`src/rtl/gelato_types.sv`:
```
// ============================================================================
// Module      : gelato_types
// Description : Shared instruction type for decoder, warp buffers and issuer.
// Revision    : 1.0 - initial release
// ============================================================================
`default_nettype none

`ifndef NUM_WARPS
`define NUM_WARPS 4
`endif

package gelato_types;

    typedef struct packed {
        logic [7:0] opcode;
        logic [5:0] rd;
        logic [5:0] rs1;
        logic [5:0] rs2;
        logic [5:0] imm;
    } inst_t;

endpackage

`default_nettype wire

```
`src/rtl/gelato_rr_arbiter.sv`:
```
// ============================================================================
// Module      : gelato_rr_arbiter
// Description : Combinational round-robin arbiter; first request at/after ptr.
// Revision    : 1.0 - initial release
// ============================================================================
`default_nettype none

module gelato_rr_arbiter #(
    parameter int N = 4
) (
    input  logic [N-1:0]         req,
    input  logic [$clog2(N)-1:0] ptr,
    output logic                 grant_valid,
    output logic [$clog2(N)-1:0] grant_idx,
    output logic [N-1:0]         grant_onehot
);

    localparam int W = $clog2(N);

    logic [W-1:0] w_idx;

    // N is a power of two, so the W-bit add wraps from N-1 back to 0.
    always_comb begin
        grant_valid = 1'b0;
        grant_idx   = '0;
        w_idx       = '0;
        for (int i = 0; i < N; i++) begin
            w_idx = ptr + i[W-1:0];
            if (!grant_valid && req[w_idx]) begin
                grant_valid = 1'b1;
                grant_idx   = w_idx;
            end
        end
    end

    always_comb begin
        grant_onehot = '0;
        if (grant_valid) begin
            grant_onehot[grant_idx] = 1'b1;
        end
    end

endmodule

`default_nettype wire

```
`src/rtl/gelato_warp_inst_issuer.sv`:
```
// ============================================================================
// Module      : gelato_warp_inst_issuer
// Description : Round-robin pop of per-warp instruction buffers into a
//               registered valid/ready issue slot. Optional stall counter
//               enabled by GELATO_ISSUE_STALL_CNT_EN.
// Revision    : 1.0 - initial release
// ============================================================================
`default_nettype none

module gelato_warp_inst_issuer
    import gelato_types::*;
#(
    parameter int NUM_WARPS     = `NUM_WARPS,
    parameter int WARP_ID_WIDTH = $clog2(NUM_WARPS)
) (
    input  logic                     clk,
    input  logic                     rst_n,
    input  logic                     rdy,
    input  logic [NUM_WARPS-1:0]     buf_empty,
    input  inst_t                    buf_tail_data [NUM_WARPS],
    output logic [NUM_WARPS-1:0]     buf_pop_enabled,
    output logic                     issue_valid,
    output inst_t                    issue_inst,
    output logic [WARP_ID_WIDTH-1:0] issue_warp_id,
    input  logic                     issue_ready,
    input  logic [NUM_WARPS-1:0]     warp_mask
`ifdef GELATO_ISSUE_STALL_CNT_EN
    ,
    output logic [31:0]              stall_cycles
`endif
);

    logic [WARP_ID_WIDTH-1:0] rr_ptr;
    logic [NUM_WARPS-1:0]     w_elig;
    logic [NUM_WARPS-1:0]     w_req;
    logic                     w_slot_free;
    logic                     w_grant_valid;
    logic [WARP_ID_WIDTH-1:0] w_grant_idx;
    logic [NUM_WARPS-1:0]     w_grant_onehot;

    assign w_elig      = ~buf_empty & warp_mask;
    assign w_slot_free = !issue_valid || issue_ready;
    assign w_req       = (rdy && w_slot_free) ? w_elig : '0;

    gelato_rr_arbiter #(
        .N (NUM_WARPS)
    ) u_arb (
        .req          (w_req),
        .ptr          (rr_ptr),
        .grant_valid  (w_grant_valid),
        .grant_idx    (w_grant_idx),
        .grant_onehot (w_grant_onehot)
    );

    // The strobe must be silent while reset is held, even with full buffers.
    assign buf_pop_enabled = rst_n ? w_grant_onehot : '0;

    always_ff @(posedge clk or negedge rst_n) begin
        if (!rst_n) begin
            issue_valid   <= 1'b0;
            issue_inst    <= '0;
            issue_warp_id <= '0;
            rr_ptr        <= '0;
        end else if (rdy) begin
            if (w_grant_valid) begin
                issue_valid   <= 1'b1;
                issue_inst    <= buf_tail_data[w_grant_idx];
                issue_warp_id <= w_grant_idx;
                rr_ptr        <= w_grant_idx + 1'b1;
            end else if (issue_valid && issue_ready) begin
                issue_valid <= 1'b0;
            end
        end
    end

`ifdef GELATO_ISSUE_STALL_CNT_EN
    always_ff @(posedge clk or negedge rst_n) begin
        if (!rst_n) begin
            stall_cycles <= '0;
        end else if (rdy && issue_valid && !issue_ready &&
                     (stall_cycles != 32'hFFFF_FFFF)) begin
            stall_cycles <= stall_cycles + 32'd1;
        end
    end
`endif

endmodule

`default_nettype wire

```
`config.mk`:
```
export PLATFORM = sky130hd
export DESIGN_NAME = gelato_warp_inst_issuer
export DESIGN_NICKNAME = d
export VERILOG_FILES = /design/src/rtl/gelato_types.sv /design/src/rtl/gelato_rr_arbiter.sv /design/src/rtl/gelato_warp_inst_issuer.sv
export SDC_FILE = /design/constraint.sdc
export NUM_CORES = 1
export LEC_CHECK = 0
export CAP_MARGIN = 40
export CORE_MARGIN = 3
export CORE_UTILIZATION = 32
export DETAILED_ROUTE_END_ITERATION = 12
export GPL_TIMING_DRIVEN = 0
export PLACE_DENSITY = 0.88
export RECOVER_POWER = 25
export SLEW_MARGIN = 40
export SYNTH_ARGS = -nofsm -noshare
export SYNTH_HDL_FRONTEND = slang
export SYNTH_SLANG_ARGS = --single-unit
```
`constraint.sdc`:
```
create_clock -name clk -period 1.85 [get_ports clk]
set_input_delay 0.37 -clock clk [delete_from_list [all_inputs] [get_ports clk]]
set_output_delay 0.37 -clock clk [all_outputs]
set_load 0.02 [all_outputs]
```
Yosys cells after proc, flatten, opt, wreduce, memory -nomap -nowiden:

Cells that the tools add are included.
Widths: inputs -> output; s select.

* output and inout port bits: 39
* bits in writable memories: 0
* latch bits: 0
* logic and storage cells: 62
* memories: 0
* input port bits: 140
* register bits after elaboration: 37
* ROM bits: 0

* shift-type cells: 0
* mux-type cells: 26
* bitwise gates (word level): 3
* equality and inequality tests: 0
* multipliers: 0
* magnitude comparators: 7
* add/sub/neg operators: 4
* div/mod/pow operators: 0
* reductions and logical operators: 14

Operators with widths (number)
* $bmux 32 s2: 1
* $mux 32: 2
* $lt 2x3->1 const B: 5
* $mux 4: 3
* $mux 1: 11
* $bmux 1 s2: 4
* $mux 2: 4
* $logic_and 1x1->1: 6
* $add 2x1->2 const B: 2
* $add 2x2->2 const B: 2
* $and 4x4->4: 1
* $logic_not 1->1: 4
* $not 4->4: 1
* $reduce_and 2->1: 2
* $ge 3x3->1 const B: 1
* $not 2->3: 1
* $demux 1 s2: 1
* $ge 2x1->1 const B: 1
* $reduce_bool 2->1: 1
* $logic_or 1x1->1: 1

Depth between registers and ports, before layout:

Gate-level depths: netlist (run 1).

* word-level depth: 22
* gate-level depth with buffers: 8
* depth with buffers taken out: 5

Modules after synthesis:

From an unflattened synthesis (run 1), not the netlist that was laid out.

* cells, all modules: 165
* area total of the unflattened synthesis: 2591.2 um^2

Modules (own cells, without submodules)
* gelato_warp_inst_issuer: instances 1, cells an instance 132, seq. area each 925.9 um^2, area each 2379.8 um^2
* gelato_rr_arbiter: instances 1, cells an instance 33, seq. area each 0.0 um^2, area each 211.5 um^2

Least setup slack after synthesis (run 1):

Ideal clock, no wire load.

* kind: input -> output
* start: in buf_empty[3]
* end: out buf_pop_enabled[0]
* stages: 6
* path buffers: 1
* required time: 1.480 ns
* slack: -0.299 ns
* arrival: 1.779 ns
* path through: and2b_1 > nor2_1 > a31oi_1 > clkbuf_1 > nand3_1 > nor2_1

* longest elaborated chain between the ends: 21
* elaborated cells on any way between the ends: 32
* classes of those cells: order compare (2); mux (21); bitwise (2); reduce/logical (7)

Ends and longest elaborated chain
* start: declaration: RTL line gelato_warp_inst_issuer.sv:19 `input logic [NUM_WARPS-1:0] buf_empty,`
* $not 4->4 (*): RTL line gelato_warp_inst_issuer.sv:41 `assign w_elig = ~buf_empty & warp_mask;`
* $and 4x4->4 (*): RTL line gelato_warp_inst_issuer.sv:41
* $mux 4 (*): RTL line gelato_warp_inst_issuer.sv:43 `assign w_req = (rdy && w_slot_free) ? w_elig : '0;`
* $bmux 1 s2: RTL line gelato_rr_arbiter.sv:29 `if (!grant_valid && req[w_idx]) begin`
* $mux 1 (not written as such): RTL line gelato_rr_arbiter.sv:29
* $mux 1: RTL line gelato_rr_arbiter.sv:29
* $logic_not 1->1: RTL line gelato_rr_arbiter.sv:29
* $logic_and 1x1->1: RTL line gelato_rr_arbiter.sv:29
* (+5 left out)
* $logic_and 1x1->1: RTL line gelato_rr_arbiter.sv:29
* $mux 2: RTL line gelato_rr_arbiter.sv:29
* $lt 2x3->1 (not written as such) / $ge 2x1->1 (equally long branches): RTL line gelato_rr_arbiter.sv:39 `grant_onehot[grant_idx] = 1'b1;`
* $logic_and 1x1->1 (not written as such): RTL line gelato_rr_arbiter.sv:39
* $mux 1 (not written as such): RTL line gelato_rr_arbiter.sv:39
* $demux 1 s2
* $mux 4 (*): RTL line gelato_rr_arbiter.sv:38 `if (grant_valid) begin`
* $mux 4 (*): RTL line gelato_warp_inst_issuer.sv:56 `assign buf_pop_enabled = rst_n ? w_grant_onehot : '0;`
* end: declaration: RTL line gelato_warp_inst_issuer.sv:21 `output logic [NUM_WARPS-1:0] buf_pop_enabled,`

Every way passes the cells marked *; elsewhere a longest branch is shown, timed or not. The select of a mux whose other input is x is not followed.

Worst setup path in the final report (run 1):

* start: reg rr_ptr[1]
* end: out buf_pop_enabled[0]

* longest elaborated chain between the ends: 18
* elaborated cells on any way between the ends: 32
* classes of those cells: add/sub (3); order compare (2); mux (20); reduce/logical (7)

Ends and longest elaborated chain
* start: declaration: RTL line gelato_warp_inst_issuer.sv:33 `logic [WARP_ID_WIDTH-1:0] rr_ptr;`
* start signal: assignment: RTL line gelato_warp_inst_issuer.sv:69 `rr_ptr <= w_grant_idx + 1'b1;`
* parallel branches: the longest is 16 deep, another holds $lt 2x3->1
* $mux 4 (*): RTL line gelato_rr_arbiter.sv:38
* $mux 4 (*): RTL line gelato_warp_inst_issuer.sv:56

Mark *: on every way between the ends. The select of a mux whose other input is x is not followed.

==> results.json, run 1 <==
{
  "dr.pass1.iters": 5,
  "cpPeakStageDelay_ps": 460,
  "gp_congestion": 0.805,
  "finalWorstSetupSlack_ps": -451,
  "cts-htree-levels": 2,
  "use_met1": 0.278,
  "synth_cell_type_count": 30,
  "diodes": 0,
  "dpl.hpwl_um": 7770,
  "finClkSkew_ps": 6.93,
  "end_kind": "output pin",
  "antenna_found_initial": 0,
  "netlist.area_leader.share": 0.365,
  "fin_area_mm2": 0.00542,
  "fp-row-count": 31,
  "max_cap_violations": 0,
  "drive_above_1_share": 0.277,
  "r2r_end": "issue_inst[28]",
  "drv_slew": 0,
  "drt-vias-per-instance": 5.33,
  "grt_most_used_layer": "met2",
  "synth_most_common_cell": "mux2i_1",
  "synth_top_cells_by_count": "mux2i_1 (44), dfrtp_1 (37), a211oi_1 (31), nor2_1 (27), nand2_1 (23)",
  "pwr-share-comb": 0.563,
  "critical_path_class": "reg2out",
  "final_nets": 602,
  "drt_first_iter_violations": 87,
  "cp_common_cell": "buf_6",
  "maxSlewHeadroom": 0.641,
  "p_int_mw": 2.62,
  "ys_async_sr_fraction": 1.00,
  "grt_pass1_vias": 3246,
  "area_delta_synth_final_pct": 113,
  "core-area_mm2": 0.00749,
  "synthTopCellsByArea": "dfrtp_1 (36%), mux2i_1 (17%), a211oi_1 (9.2%), nor4b_1 (6.9%), a211oi_2 (4.9%)",
  "grt.met3_usage": 0.0450,
  "total_power_mw": 4.14,
  "synth-seq-cells": 37,
  "period_share": 1.24,
  "p_leak_nw": 2.22,
  "pwr-share-clk": 0.143,
  "slowest_stage": "dfrtp_2",
  "period_minus_slack_ps": 2300,
  "path_buf_inv": 3,
  "grt_pass1_wl_um": 16800,
  "p_per_area_mw_per_mm2": 765,
  "dieArea_mm2": 0.00904,
  "hold_path.class": "in2async",
  "vdd_drop_max_uv": 417,
  "final_antenna_net_count": 0,
  "port-buffer-count": 178,
  "start_util": 0.339,
  "path_clk_slew_ps": 80,
  "hold_violations": 0,
  "grt_usage": 0.241,
  "ff2ff_path_depth": 9,
  "syn_inst": 253,
  "yosysTopAreaCell": "dfrtp_1",
  "p_sw_frac": 0.367,
  "syn_nets": 393,
  "via_count": 2992,
  "tightest_slew_ps": 531,
  "cts_buffer_depth": 2,
  "syn_avg_cell_area_um2": 10.0,
  "path_cells": "buf_6 -> nand3b_1 -> a311oi_2 -> or3_4 -> buf_8 -> nand3_4 -> nor2_4 -> buf_6",
  "crit_required_ps": 1480,
  "cts_tree": "done",
  "drc": 0,
  "root_buffer": "clkbuf_8",
  "yosys_most_used_dff": "dfrtp_1",
  "synth_seq_area_share": 0.365,
  "reg2reg_setup_slack_ps": -320,
  "cpLargestDelayFamily": "simple AND/OR/NAND/NOR gates",
  "finalSetupViolations": 37,
  "cp_max_fo": 5,
  "fp.dieW_um": 95.1,
  "postCtsHoldBufs": 0,
  "die_y_um": 95.1,
  "synth_edf_count": 0,
  "power.switching_mw": 1.52,
  "sequentialPowerShare": 0.294,
  "violations": "negative setup slack",
  "syn_area_mm2": 0.00254,
  "critPathArrivalTime_ps": 1930,
  "dpl_cell_area_mm2": 0.00455,
  "rsz0062_at_grt": "yes",
  "status": "finished with violations",
  "start_kind": "register",
  "grtUsageMet2": 0.441,
  "drt-total-wl_um": 11100,
  "clkLatencyLatePin_ps": 290,
  "yosys_warnings": 0,
  "detail_route.wl_per_cell_um": 19.8,
  "fmax_mhz": 435,
  "grt_max_degree": 40,
  "pin_count": 179,
  "overflow": 0,
  "clock_sinks": 37,
  "reg2reg_from": "rr_ptr[1]",
  "cts-buffers-inserted": 5
}
[layout by cell type, fill, tap and decap left out, types with 3 or more instances in the layout]
cell type	instances
nand2_1	22
buf_16	3
mux2i_4	10
clkbuf_1	4
clkbuf_8	8
a211oi_2	29
nor2_4	4
dfrtp_1	36
nor2_1	23
a211oi_1	11
clkdlybuf4s50_1	163
buf_6	13
mux2i_1	30
buf_4	13
mux2i_2	4
o221ai_1	10
nor4b_1	20
buf_8	3
dlygate4sd2_1	10
nand2b_4	3
buf_12	12
[through the flow]
step            util  hold WS [ps]  setup TNS, ps  instances  setup WS [ps]
2_1_floorplan      -          74.4           -629        253          -45.8
3_3_place_gp   0.608           461         -53650        530          -1770
3_5_place_dp   0.607           398         -28880        530          -1290
4_1_cts        0.707          79.7         -12060        565           -439
5_1_grt        0.723          82.6         -13420        561           -535
6_report       0.723          63.3         -10510        561           -451
[kinds of logic after synthesis]
| group | count (synthesis) | share of synthesized area |
|---|---|---|
| AOI/OAI and AO/OA | 58 | 0.199 |
| xor gates and xnor gates | 1 | 0.00345 |
| buffers and inverters | 24 | 0.0675 |
| DFF | 37 | 0.365 |
| muxes | 44 | 0.173 |
| and+or+nand+nor | 89 | 0.192 |
[layout make-up]
type	count	area (um^2)
Multi-Input combinational cell	192	1870
Clock buffer	7	86.3
Timing Repair Buffer	208	2190
Sequential cell	37	927
Tap cell	99	124
Buffer	18	219
Fill cell	517	2070
[worst reg2reg max path, delay by kind of cell, from the launching register on]
family | cells | cell delay, ps
compound gates | 2 | 270
simple gates | 2 | 550
buf+inv | 4 | 520
flops | 1 | 460
mux | 1 | 250
[power by group through the flow]
stage | logic, mW | registers, mW | clock network (mW)
2_1_floorplan | 0.636 | 1.50 | 0
3_3_place_gp | 1.87 | 1.20 | 0
3_5_place_dp | 1.91 | 1.22 | 0
4_1_cts | 2.24 | 1.21 | 0.595
5_1_grt | 2.45 | 1.25 | 0.639
6_report | 2.33 | 1.22 | 0.591
[metal layers]
metal | wire, um | vias up
met5 | 0 | -
met4 | 293 | 0
met3 | 638 | 29
met2 | 6110 | 126
met1 | 4080 | 1446
li1 | - | 1391
[state kept, by name (all words and copies together) (netlist names)]
| register | cells |
|---|---|
| issue_valid | 1 |
| issue_warp_id | 2 |
| issue_inst | 32 |
| rr_ptr | 2 |
[worst max-delay path by stage]
stage	slack, ps	depth (start not counted)	start	endpoint
4_1_cts	-440	8	rr_ptr[1]	buf_pop_enabled[1]
6_report	-450	8	rr_ptr[1]	buf_pop_enabled[0]
2_1_floorplan	-50	8	rr_ptr[1]	issue_inst[0]
3_3_place_gp	-1770	4	rst_n	buf_pop_enabled[1]
5_1_grt	-530	8	rr_ptr[1]	buf_pop_enabled[3]
3_5_place_dp	-1290	7	buf_empty[3]	buf_pop_enabled[2]
[what timing repair did]
item / CTS / global route
setup endpoints to repair: 41 / 40
pin swaps: 41 / 18
endpoints found under the hold margin: 0 / 0
gates cloned: 5 / 0
buffers inserted: 26 / 2
gates resized for setup: 108 / 41
No activity file was read; power rests on OpenSTA's default activity.
==> inputs of run 2 (changes only) <==
- PLACE_DENSITY: 0.88 -> 0.87
- SYNTH_HIERARCHICAL: unset -> 1
==> run 2 against run 1 <==
The flow still finishes with violations (negative setup slack). Clock skew barely moved. Count of clock-buffer cells in the layout fell by 2. Synthesized area rose by 2.1%. Synthesized cell count fell by 35%. Wire length fell by 22%. Cell area fell by 8.4%. Die area rose by 1.9%. Power rose by 0.58%. Worst hold slack improved by 180 ps. First-iteration DRC count fell by 33%. Cell count fell by 16%. Via count fell by 22%. Largest cell class unchanged.
==> results.json, run 2 <==
{
  "final_antenna_net_count": 0,
  "startpoint": "buf_empty[3]",
  "p_per_area_mw_per_mm2": 840,
  "grt_max_degree": 42,
  "grt_usage": 0.178,
  "dr.pass1.iters": 6,
  "reg2reg_from": "issue_valid",
  "vdd_drop_max_uv": 410,
  "syn_inst": 165,
  "period_minus_slack_ps": 2500,
  "gp_congestion": 0.760,
  "finClkSkew_ps": 6.78,
  "clkLatencyLatePin_ps": 290,
  "cts-buffers-inserted": 5,
  "status": "finished with violations",
  "critPathArrivalTime_ps": 2680,
  "fp.dieW_um": 96.0,
  "finalSetupViolations": 41,
  "post-place-cells": 445,
  "synth_cell_type_count": 31,
  "final_cell_mix": "clkdlybuf4s50_1 (165), dfrtp_1 (36), mux2_4 (34)",
  "critical_path_class": "in2reg",
  "max_cap_violations": 0,
  "period_share": 1.35,
  "grt_pass1_vias": 2479,
  "crit_required_ps": 2030,
  "grt_pass1_wl_um": 12600,
  "cp_max_fo": 5,
  "slowest_stage": "mux4_2",
  "synth_top_cells_by_count": "dfrtp_1 (37), mux4_2 (28), mux2_4 (27), a21oi_1 (7), mux2_2 (7)",
  "syn_area_mm2": 0.00259,
  "synth-seq-cells": 37,
  "maxSlewHeadroom": 0.318,
  "drive_above_1_share": 0.362,
  "dieArea_mm2": 0.00921,
  "start_kind": "input port",
  "netlist.area_leader.share": 0.357,
  "die_y_um": 96.0,
  "drt-total-wl_um": 8680,
  "start_util": 0.332,
  "rsz0062_at_grt": "yes",
  "cp_common_cell": "buf_12",
  "path_cells": "clkdlybuf4s50_1 -> and4b_2 -> a21oi_2 -> a311oi_2 -> buf_6 -> buf_12 -> buf_12 -> mux4_2 -> mux2_4",
  "postCtsHoldBufs": 0,
  "synth_most_common_cell": "dfrtp_1",
  "drt_first_iter_violations": 58,
  "yosys_warnings": 6,
  "antenna_found_initial": 0,
  "fin_area_mm2": 0.00496,
  "final_common_cell": "clkdlybuf4s50_1",
  "final_nets": 510,
  "diodes": 0,
  "nFillCells": 596,
  "dpl_cell_area_mm2": 0.00453,
  "core-area_mm2": 0.00781,
  "root_buffer": "clkbuf_8",
  "clock_sinks": 37,
  "fp-row-count": 32,
  "fmax_mhz": 400,
  "cts-htree-levels": 2,
  "finalNonFillerCells": 472,
  "drv_slew": 0,
  "ys_async_sr_fraction": 1.00,
  "drc": 0,
  "tightest_slew_ps": 1020,
  "synth_seq_area_share": 0.357,
  "syn_avg_cell_area_um2": 15.7,
  "path_clk_slew_ps": 80,
  "violations": "negative setup slack",
  "syn_nets": 305,
  "cts_tree": "done",
  "hold_path.class": "in2async",
  "dpl.hpwl_um": 6520,
  "p_leak_nw": 2.02,
  "overflow": 0,
  "cpPeakStageDelay_ps": 490,
  "detail_route.wl_per_cell_um": 18.4,
  "finalWorstSetupSlack_ps": -648,
  "port-buffer-count": 178,
  "synth_edf_count": 0,
  "drt-vias-per-instance": 4.96,
  "pin_count": 179,
  "hold_violations": 0,
  "synthTopCellsByArea": "dfrtp_1 (36%), mux4_2 (24%), mux2_4 (16%), mux4_1 (4.1%), mux2_2 (3.0%)",
  "yosys_most_used_dff": "dfrtp_1",
  "largest-register": "issue_inst",
  "largest_reg_flops": 32,
  "yosysTopAreaCell": "dfrtp_1",
  "top_regs": "issue_inst (32), issue_warp_id (2), rr_ptr (2)",
  "area_delta_synth_final_pct": 91.4,
  "end_kind": "register",
  "cts_buffer_depth": 2,
  "via_count": 2340
}
## run 2: cell types whose count changed in the layout (fill, tap and decap cells not counted), sizes merged, moves of 12 or more
| cell | before | now |
|---|---|---|
| mux2 | 0 | 34 |
| mux4 | 0 | 32 |
| nor4b | 20 | 0 |
| nand2 | 23 | 2 |
| nor2 | 27 | 5 |
| a211oi | 41 | 0 |
| o221ai | 12 | 0 |
| mux2i | 44 | 2 |
## run 2: layout make-up
cell class / instances / area [um^2] / share of cell area
clock buffer: 5 / 68.8 / 0.0139
tap: 102 / 128 / 0.0257
inverter: 4 / 15.0 / 0.00303
buffer: 14 / 199 / 0.0401
clock inverter: 2 / 35.0 / 0.00706
sequential: 37 / 927 / 0.187
timing repair buffer: 200 / 2020 / 0.407
multi-input combinational: 108 / 1570 / 0.317
## run 2: worst paths after layout
| path | cells after the start | slack, ps | to |
|---|---|---|---|
| worst max-delay path | 9 | -650 | issue_inst[20] |
| worst min-delay path | 1 | 240 | issue_inst[21] |
| worst max register to register | 9 | -610 | issue_inst[20] |
| worst min register to register | 1 | 510 | issue_inst[12] |
| max in group asynchronous | 1 | 900 | issue_valid |
| min in group clk | 3 | 480 | issue_valid |
## run 2: worst max-delay path, delay by kind of cell
kind	cells	cell delay, ps
simple gates	1	350
compound gates	2	350
buf+inv	4	830
mux	2	760
## run 2: logic make-up (layout without fill, tap and decap cells)
| logic type | count (synthesis) | after routing | share of synthesized area |
|---|---|---|---|
| mux | 68 | 68 | 0.479 |
| flops | 37 | 37 | 0.357 |
| simple gates | 20 | 20 | 0.0483 |
| buf+inv | 20 | 225 | 0.0618 |
| compound gates | 19 | 19 | 0.0507 |
| xor+xnor | 1 | 1 | 0.00338 |
## run 2: per-layer routing
metal	vias to the layer above	global-route usage	share of wire
li1	1063	-	-
met1	1151	0.214	0.38
met2	115	0.315	0.53
met3	11	0.0477	0.078
met4	0	0.0462	0.016
met5	-	0	0
## run 2: power breakdown
part           internal [mW]  leakage [nW]  switching [mW]
registers               1.09         0.435           0.177
logic                   1.39          1.53           0.841
clock network          0.392        0.0540           0.284
total                   2.86          2.02            1.30
## run 2: what timing repair did
item,in CTS,in global routing
pin swaps,3,7
endpoints found under the setup margin,41,41
gates resized for setup,68,22
setup buffers,15,7
gates cloned,3,0
## run 2: metrics by stage
stage | setup TNS [ps] | power (mW) | setup slack, ps | util | hold slack [ps]
floorplan | -17720 | 2.34 | -570 | - | 74.4
global placement | -70310 | 3.30 | -1590 | 0.580 | 488
detailed placement | -46050 | 3.35 | -1410 | 0.580 | 383
CTS | -20660 | 4.19 | -655 | 0.629 | 65.6
global route | -23150 | 4.38 | -687 | 0.635 | 317
finish | -21120 | 4.16 | -648 | 0.635 | 242
